<file path="src/rtl/adc_drp_responder_if.sv">
`default_nettype none
// ============================================================================
//  Module      : adc_drp_responder_if
//  Description : DRP-style access port (den/dwe/daddr/di -> drdy/do) between
//                a host-side initiator and the ADC register responder.
//  Revision    : 1.0 - initial release
// ============================================================================
interface adc_drp_responder_if;
   logic        den_in;
   logic        dwe_in;
   logic [6:0]  daddr_in;
   logic [15:0] di_in;
   logic        drdy_out;
   logic [15:0] do_out;
   logic        busy_out;
   logic        err_out;

   modport master (
      output den_in, dwe_in, daddr_in, di_in,
      input  drdy_out, do_out, busy_out, err_out
   );

   modport slave (
      input  den_in, dwe_in, daddr_in, di_in,
      output drdy_out, do_out, busy_out, err_out
   );
endinterface
`default_nettype wire

</file>
<file path="src/rtl/adc_drp_responder.sv">
`default_nettype none
// ============================================================================
//  Module      : adc_drp_responder
//  Description : DRP register responder exposing XADC / PWM / R2R samples,
//                per-channel sample counters, sticky status flags, a control
//                register and an ID word. Optional sample timestamping is
//                built when ADC_DRP_TIMESTAMP_EN is defined.
//  Revision    : 1.0 - initial release
// ============================================================================
module adc_drp_responder #(
   parameter int          READ_LATENCY = 2,
   parameter logic [15:0] ID_VALUE     = 16'hADC1
) (
   input  wire logic             clk,
   input  wire logic             reset,
   adc_drp_responder_if.slave    drp,
   input  wire logic             xadc_ready,
   input  wire logic             pwm_ready,
   input  wire logic             r2r_ready,
   input  wire logic [15:0]      xadc_data,
   input  wire logic [15:0]      pwm_data,
   input  wire logic [15:0]      r2r_data,
   output      logic [15:0]      ctrl_out
);

   localparam logic [1:0] S_IDLE = 2'd0;
   localparam logic [1:0] S_WAIT = 2'd1;
   localparam logic [1:0] S_RESP = 2'd2;

   localparam logic [6:0] A_STATUS = 7'h08;
   localparam logic [6:0] A_CTRL   = 7'h10;
   localparam logic [6:0] A_ID     = 7'h1F;
   localparam logic [3:0] C_WAIT_LOAD = (READ_LATENCY > 1) ? 4'(READ_LATENCY - 2) : 4'd0;

   logic [1:0]  r_state, w_state_next;
   logic [3:0]  r_wait;
   logic [15:0] r_do;
   logic        r_err_pend;

   logic [15:0] r_data [0:2];
   logic [15:0] r_cnt  [0:2];
   logic [2:0]  r_new;
   logic [2:0]  r_ovr;
   logic        r_coll;

   logic [2:0]  w_ready;
   logic [15:0] w_sample [0:2];
   logic        w_accept, w_rd, w_wr, w_coll, w_mapped;
   logic [15:0] w_rdata;

   assign w_ready     = {r2r_ready, pwm_ready, xadc_ready};
   assign w_sample[0] = xadc_data;
   assign w_sample[1] = pwm_data;
   assign w_sample[2] = r2r_data;

   assign w_accept = drp.den_in && (r_state == S_IDLE);
   assign w_rd     = w_accept && !drp.dwe_in;
   assign w_wr     = w_accept && drp.dwe_in;
   assign w_coll   = drp.den_in && (r_state != S_IDLE);

`ifdef ADC_DRP_TIMESTAMP_EN
   logic [31:0] r_cycle;
   logic [31:0] r_ts;
   logic [15:0] r_ts_hi;

   // Free-running cycle count, XADC timestamp latch, and high-half snapshot
   // taken on a low-half read so 0x0C/0x0D form a coherent pair.
   always_ff @(posedge clk) begin
      if (!reset) begin
         r_cycle <= '0;
         r_ts    <= '0;
         r_ts_hi <= '0;
      end else begin
         r_cycle <= r_cycle + 32'd1;
         if (xadc_ready)
            r_ts <= r_cycle;
         if (w_rd && (drp.daddr_in == 7'h0C))
            r_ts_hi <= r_ts[31:16];
      end
   end
`endif

   // Register-map read decode; unmapped addresses read zero.
   always_comb begin
      w_rdata  = '0;
      w_mapped = 1'b1;
      case (drp.daddr_in)
         7'h00:    w_rdata = r_data[0];
         7'h01:    w_rdata = r_data[1];
         7'h02:    w_rdata = r_data[2];
         7'h04:    w_rdata = r_cnt[0];
         7'h05:    w_rdata = r_cnt[1];
         7'h06:    w_rdata = r_cnt[2];
         A_STATUS: w_rdata = {9'd0, r_coll, r_ovr, r_new};
         A_CTRL:   w_rdata = ctrl_out;
         A_ID:     w_rdata = ID_VALUE;
`ifdef ADC_DRP_TIMESTAMP_EN
         7'h0C:    w_rdata = r_ts[15:0];
         7'h0D:    w_rdata = r_ts_hi;
`endif
         default:  w_mapped = 1'b0;
      endcase
   end

   // Per-channel capture, counters and sticky flags; a set always beats a
   // same-cycle clear.
   always_ff @(posedge clk) begin
      if (!reset) begin
         for (int i = 0; i < 3; i++) begin
            r_data[i] <= '0;
            r_cnt[i]  <= '0;
         end
         r_new  <= '0;
         r_ovr  <= '0;
         r_coll <= 1'b0;
      end else begin
         for (int i = 0; i < 3; i++) begin
            if (w_ready[i]) begin
               r_data[i] <= w_sample[i];
               r_cnt[i]  <= r_cnt[i] + 16'd1;
               r_new[i]  <= 1'b1;
            end else if (w_rd && (drp.daddr_in == 7'(i))) begin
               r_new[i]  <= 1'b0;
            end
            if (w_ready[i] && r_new[i])
               r_ovr[i] <= 1'b1;
            else if (w_wr && (drp.daddr_in == A_STATUS) && drp.di_in[3+i])
               r_ovr[i] <= 1'b0;
         end
         if (w_coll)
            r_coll <= 1'b1;
         else if (w_wr && (drp.daddr_in == A_STATUS) && drp.di_in[6])
            r_coll <= 1'b0;
      end
   end

   // Control register, response snapshot and latency counter.
   always_ff @(posedge clk) begin
      if (!reset) begin
         ctrl_out   <= '0;
         r_do       <= '0;
         r_err_pend <= 1'b0;
         r_wait     <= '0;
      end else begin
         if (w_wr && (drp.daddr_in == A_CTRL))
            ctrl_out <= drp.di_in;
         if (w_accept) begin
            r_do       <= w_rdata;
            r_err_pend <= !w_mapped;
            r_wait     <= C_WAIT_LOAD;
         end else if ((r_state == S_WAIT) && (r_wait != 4'd0)) begin
            r_wait <= r_wait - 4'd1;
         end
      end
   end

   // FSM state register.
   always_ff @(posedge clk) begin
      if (!reset)
         r_state <= S_IDLE;
      else
         r_state <= w_state_next;
   end

   // FSM next-state logic.
   always_comb begin
      w_state_next = r_state;
      case (r_state)
         S_IDLE:  if (w_accept) w_state_next = (READ_LATENCY == 1) ? S_RESP : S_WAIT;
         S_WAIT:  if (r_wait == 4'd0) w_state_next = S_RESP;
         S_RESP:  w_state_next = S_IDLE;
         default: w_state_next = S_IDLE;
      endcase
   end

   // FSM outputs; do_out holds the last snapshot outside RESP.
   always_comb begin
      drp.drdy_out = (r_state == S_RESP);
      drp.busy_out = (r_state != S_IDLE);
      drp.err_out  = (r_state == S_RESP) && r_err_pend;
      drp.do_out   = r_do;
   end

endmodule
`default_nettype wire

</file>
<file path="src/flat_wrapper.sv">
// flat-port wrapper written by rule: the top's interface ports become plain ports
module adc_drp_responder_flat 
#(
   parameter int          READ_LATENCY = 2,
   parameter logic [15:0] ID_VALUE     = 16'hADC1
)
  (clk, reset, xadc_ready, pwm_ready, r2r_ready, xadc_data, pwm_data, r2r_data, ctrl_out, drp_den_in, drp_dwe_in, drp_daddr_in, drp_di_in, drp_drdy_out, drp_do_out, drp_busy_out, drp_err_out);
  adc_drp_responder_if drp_i ();
  input  wire logic clk;
  input  wire logic reset;
  input  wire logic xadc_ready;
  input  wire logic pwm_ready;
  input  wire logic r2r_ready;
  input  wire logic [15:0] xadc_data;
  input  wire logic [15:0] pwm_data;
  input  wire logic [15:0] r2r_data;
  output      logic [15:0] ctrl_out;
  input wire logic [$bits(drp_i.den_in)-1:0] drp_den_in;
  input wire logic [$bits(drp_i.dwe_in)-1:0] drp_dwe_in;
  input wire logic [$bits(drp_i.daddr_in)-1:0] drp_daddr_in;
  input wire logic [$bits(drp_i.di_in)-1:0] drp_di_in;
  output wire logic [$bits(drp_i.drdy_out)-1:0] drp_drdy_out;
  output wire logic [$bits(drp_i.do_out)-1:0] drp_do_out;
  output wire logic [$bits(drp_i.busy_out)-1:0] drp_busy_out;
  output wire logic [$bits(drp_i.err_out)-1:0] drp_err_out;
  assign drp_i.den_in = drp_den_in;
  assign drp_i.dwe_in = drp_dwe_in;
  assign drp_i.daddr_in = drp_daddr_in;
  assign drp_i.di_in = drp_di_in;
  assign drp_drdy_out = drp_i.drdy_out;
  assign drp_do_out = drp_i.do_out;
  assign drp_busy_out = drp_i.busy_out;
  assign drp_err_out = drp_i.err_out;
  adc_drp_responder #(.READ_LATENCY(READ_LATENCY), .ID_VALUE(ID_VALUE)) u_core (.clk(clk), .reset(reset), .drp(drp_i), .xadc_ready(xadc_ready), .pwm_ready(pwm_ready), .r2r_ready(r2r_ready), .xadc_data(xadc_data), .pwm_data(pwm_data), .r2r_data(r2r_data), .ctrl_out(ctrl_out));
endmodule
</file>
<file path="config.mk">
export PLATFORM = sky130hd
export DESIGN_NAME = adc_drp_responder_flat
export DESIGN_NICKNAME = d
export VERILOG_FILES = /design/src/rtl/adc_drp_responder_if.sv /design/src/rtl/adc_drp_responder.sv /design/src/flat_wrapper.sv
export SDC_FILE = /design/constraint.sdc
export NUM_CORES = 1
export LEC_CHECK = 0
export CORE_MARGIN = 2
export CORE_UTILIZATION = 54
export DETAILED_ROUTE_END_ITERATION = 6
export PLACE_DENSITY = 0.86
export SYNTH_ARGS = -nofsm -noshare
export SYNTH_HDL_FRONTEND = slang
export SYNTH_SLANG_ARGS = --single-unit
</file>
<file path="constraint.sdc">
create_clock -name clk -period 2 [get_ports clk]
set_input_delay 0.2 -clock clk [delete_from_list [all_inputs] [get_ports clk]]
set_output_delay 0.2 -clock clk [all_outputs]
set_load 0.02 [all_outputs]
</file>
==> metrics <==
DRT met1 WL=7.78 mm; synth warn=0; leak pwr=3.49 nW; Max Slew Vio Count=0; IO Port Bufs=112; share of layout cells above drive strength 1=12.9%; routability cong.=0.924; vias per cell=5.80; adder-cell share of the synthesized area=0.710%; largest family of logic cells by synthesized area=simple AND/OR/NAND/NOR gates; Post-CTS Setup Inserts=0; Final period util=97.4%; worst reg2reg path endpoint=u_core.r_cnt[0][28]; FMAX=0.514 GHz; Inst Count DP=957; Hold EP=u_core.ctrl_out[2]; CP arrival=2.13 ns; Slew headroom=67.5%; status=completed; diode count=0; Post-Route WL=19.2 mm; WP data required=2.18 ns; reg-to-reg setup timing slack=0.05 ns; Post-CTS Hold Buffers=0; Hold Path Depth=3; proportion of synthesized area in mux cells=6.57%; Final setup viols=0; Mapped Cells=648; Synth cell types=55; R2R Path Start=u_core.r_cnt[0][16]; EDFF count, synth=96; Post-Synth Simple-Gate Area=20.0%; Synth top area share=40.9%; most frequent cell after synthesis=edfxtp_1; maxcap violations=0; HPWL after detailed placement=14.0 mm; Post-synth ARST share=0%; First-pass DRT Iterations=6; register area share after synthesis=54.0%; PostCTS Resize Cnt=0; die footprint=0.0140 sq mm; Slowest cell on crit path=edfxtp_1; vias in the first global route=5754; Detail Route Antenna Nets=0; Initial Utilization=55.6%; Worst Hold Class=input port to flip-flop; PD cells=791 mW/mm^2; setup TNS=0 ns; GRT overflow=0; RSZ-0062 raised after global routing=false; syn_nets=730; PnR Total Power=7.38 mW; CP Cell Sequence=ha_1 -> nand4_1 -> nor3_1 -> buf_4 -> nand3_1 -> xor2_1 -> nor2_1; Iter 0 DRT Violations=661; CTS tree=yes; initial antenna violation count=0; Post-synth top cells=96 x edfxtp_1, 61 x nor2_1, 58 x and2_1, 49 x nand2_1, 46 x dfxtp_1; Area Growth Syn to Fin=32.4%; CP Max Fanout=4; fin nets=886; R2R cell count=7; gr usage total=28.5%; WL per Instance=19.5 um; Top delay family on crit path=simple AND/OR/NAND/NOR gates; Synth area leaders=edfxtp_1 41%, dfxtp_1 13%, and2_1 5.1%; CP Class=flip-flop to flip-flop; core box area=0.0127 sq mm; Sink Count=142; Fin. Hold Viols=0; element type at the critical path end=flip-flop; top cell type by total area after synthesis=edfxtp_1; Mapped Area=0.00705 sq mm; die width=118 um; H-tree levels=4; # IOs=113; height of the chip=118 um; slew of the pin with the lowest slew margin=0.483 ns; Worst VDD drop=682 uV; number of cell rows=41; first-pass GRT wire length=30.8 mm; DRC viols=0; xor/xnor share of the synthesized area=5.09%; clk root buf=clkbuf_16; largest net degree at the start of global routing=45; met3 WL=1.38 mm; Seq cells post-synth=142; clk_lat worst skew=0.43 ns; Top FF cell, synth=edfxtp_1; Post-Layout Cell Count=989; Layout fillers=872; Top Metal Used=met4; Final min period=1.95 ns; final clock skew=0.00782 ns; Startpoint Class=flip-flop; met2 WL=9.60 mm; Largest stage delay, worst path=0.35 ns; total CTS buffers=17; worst path buffer plus inverter count=1; launch point of the worst path=u_core.r_cnt[0][16]; clock buffer depth=2; vias=5737; Hold Crit Start=drp_di_in[2]; Mean Syn Cell Area=10.9 sq um; Clock transition at path regs=0.06 ns; Compound-Gate Fraction of Synth Area=10.9%
==> through the flow <==
stage          utilization [%]  hold slack, ns  setup WS, ns  area, sq um
6_report                  73.7           0.386        0.0527         9330
5_1_grt                   73.7           0.387       0.00715         9330
3_3_place_gp              69.1           0.443        -0.214         8750
4_1_cts                   73.7           0.375        0.0627         9330
3_5_place_dp              69.1           0.453        -0.218         8750
2_1_floorplan                -           0.324         0.358         7050
==> area by class of cell <==
type	instances	area [sq um]	area share, %
multi-input cells	463	3060	32.8
repair buffers	168	1630	17.5
well taps	172	215	2.31
inverters	12	45.0	0.483
clock buffers	25	529	5.67
flip-flops and latches	142	3800	40.8
clock inverters	7	48.8	0.523
==> layout by cell type, fill, tap and decap left out, drive strengths merged, types with 23 or more instances in the layout <==
cell type	instances
nor2	62
o21ai	33
clkbuf	25
edfxtp	96
nor2b	23
and2	59
buf	56
dfxtp	46
nand2	49
clkdlybuf4s50	112
xor2	28
mux2i	35
==> how the worst max path moves through the flow <==
stage / endpoint / slack [ns] / depth (start not counted)
after detailed placement: u_core.drp.do_out[7] / -0.22 / 9
after global placement: u_core.drp.do_out[8] / -0.21 / 9
after CTS: drp_err_out / 0.06 / 3
final: u_core.r_cnt[0][28] / 0.05 / 7
after global routing: u_core.r_cnt[0][28] / 0.007 / 7
after floorplan: u_core.drp.do_out[1] / 0.36 / 7
==> where the power goes <==
part | switching [mW] | internal (mW)
Sequential | 0.161 | 3.36
Clock | 1.23 | 1.84
Combinational | 0.381 | 0.406
Total | 1.78 | 5.61
==> routing by layer <==
layer  track usage (%)  up-vias
met4              11.1        0
met5                 0        -
met1              36.7     2786
li1                  -     2663
met2              47.0      250
met3              6.08       38
==> worst register-to-register path, stage by stage, from the launching register on <==
cell and delay [ns]:
edfxtp_1 0.35, ha_1 0.26, nand4_1 0.19, nor3_1 0.34
buf_4 0.20, nand3_1 0.10, xor2_1 0.19, nor2_1 0.06
==> cells by family (layout without fill, tap and decap cells) <==
kind of cell | after synthesis | after routing
AOI/OAI and AO/OA | 114 | 114
xor gates and xnor gates | 41 | 41
adders and majority gates | 4 | 4
buffers and inverters | 43 | 212
DFF | 142 | 142
muxes | 45 | 45
and+or+nand+nor | 259 | 259
==> flip-flops by register name, summed over array words and instances (netlist names), 2 cells and up <==
| name | flops |
|---|---|
| u_core.r_new | 3 |
| u_core.r_ovr | 3 |
| u_core.r_state | 2 |
| u_core.ctrl_out | 16 |
| u_core.drp.do_out | 16 |
| u_core.r_data | 48 |
| u_core.r_cnt | 48 |
| u_core.r_wait | 4 |
(Power assumes the default switching activity.)
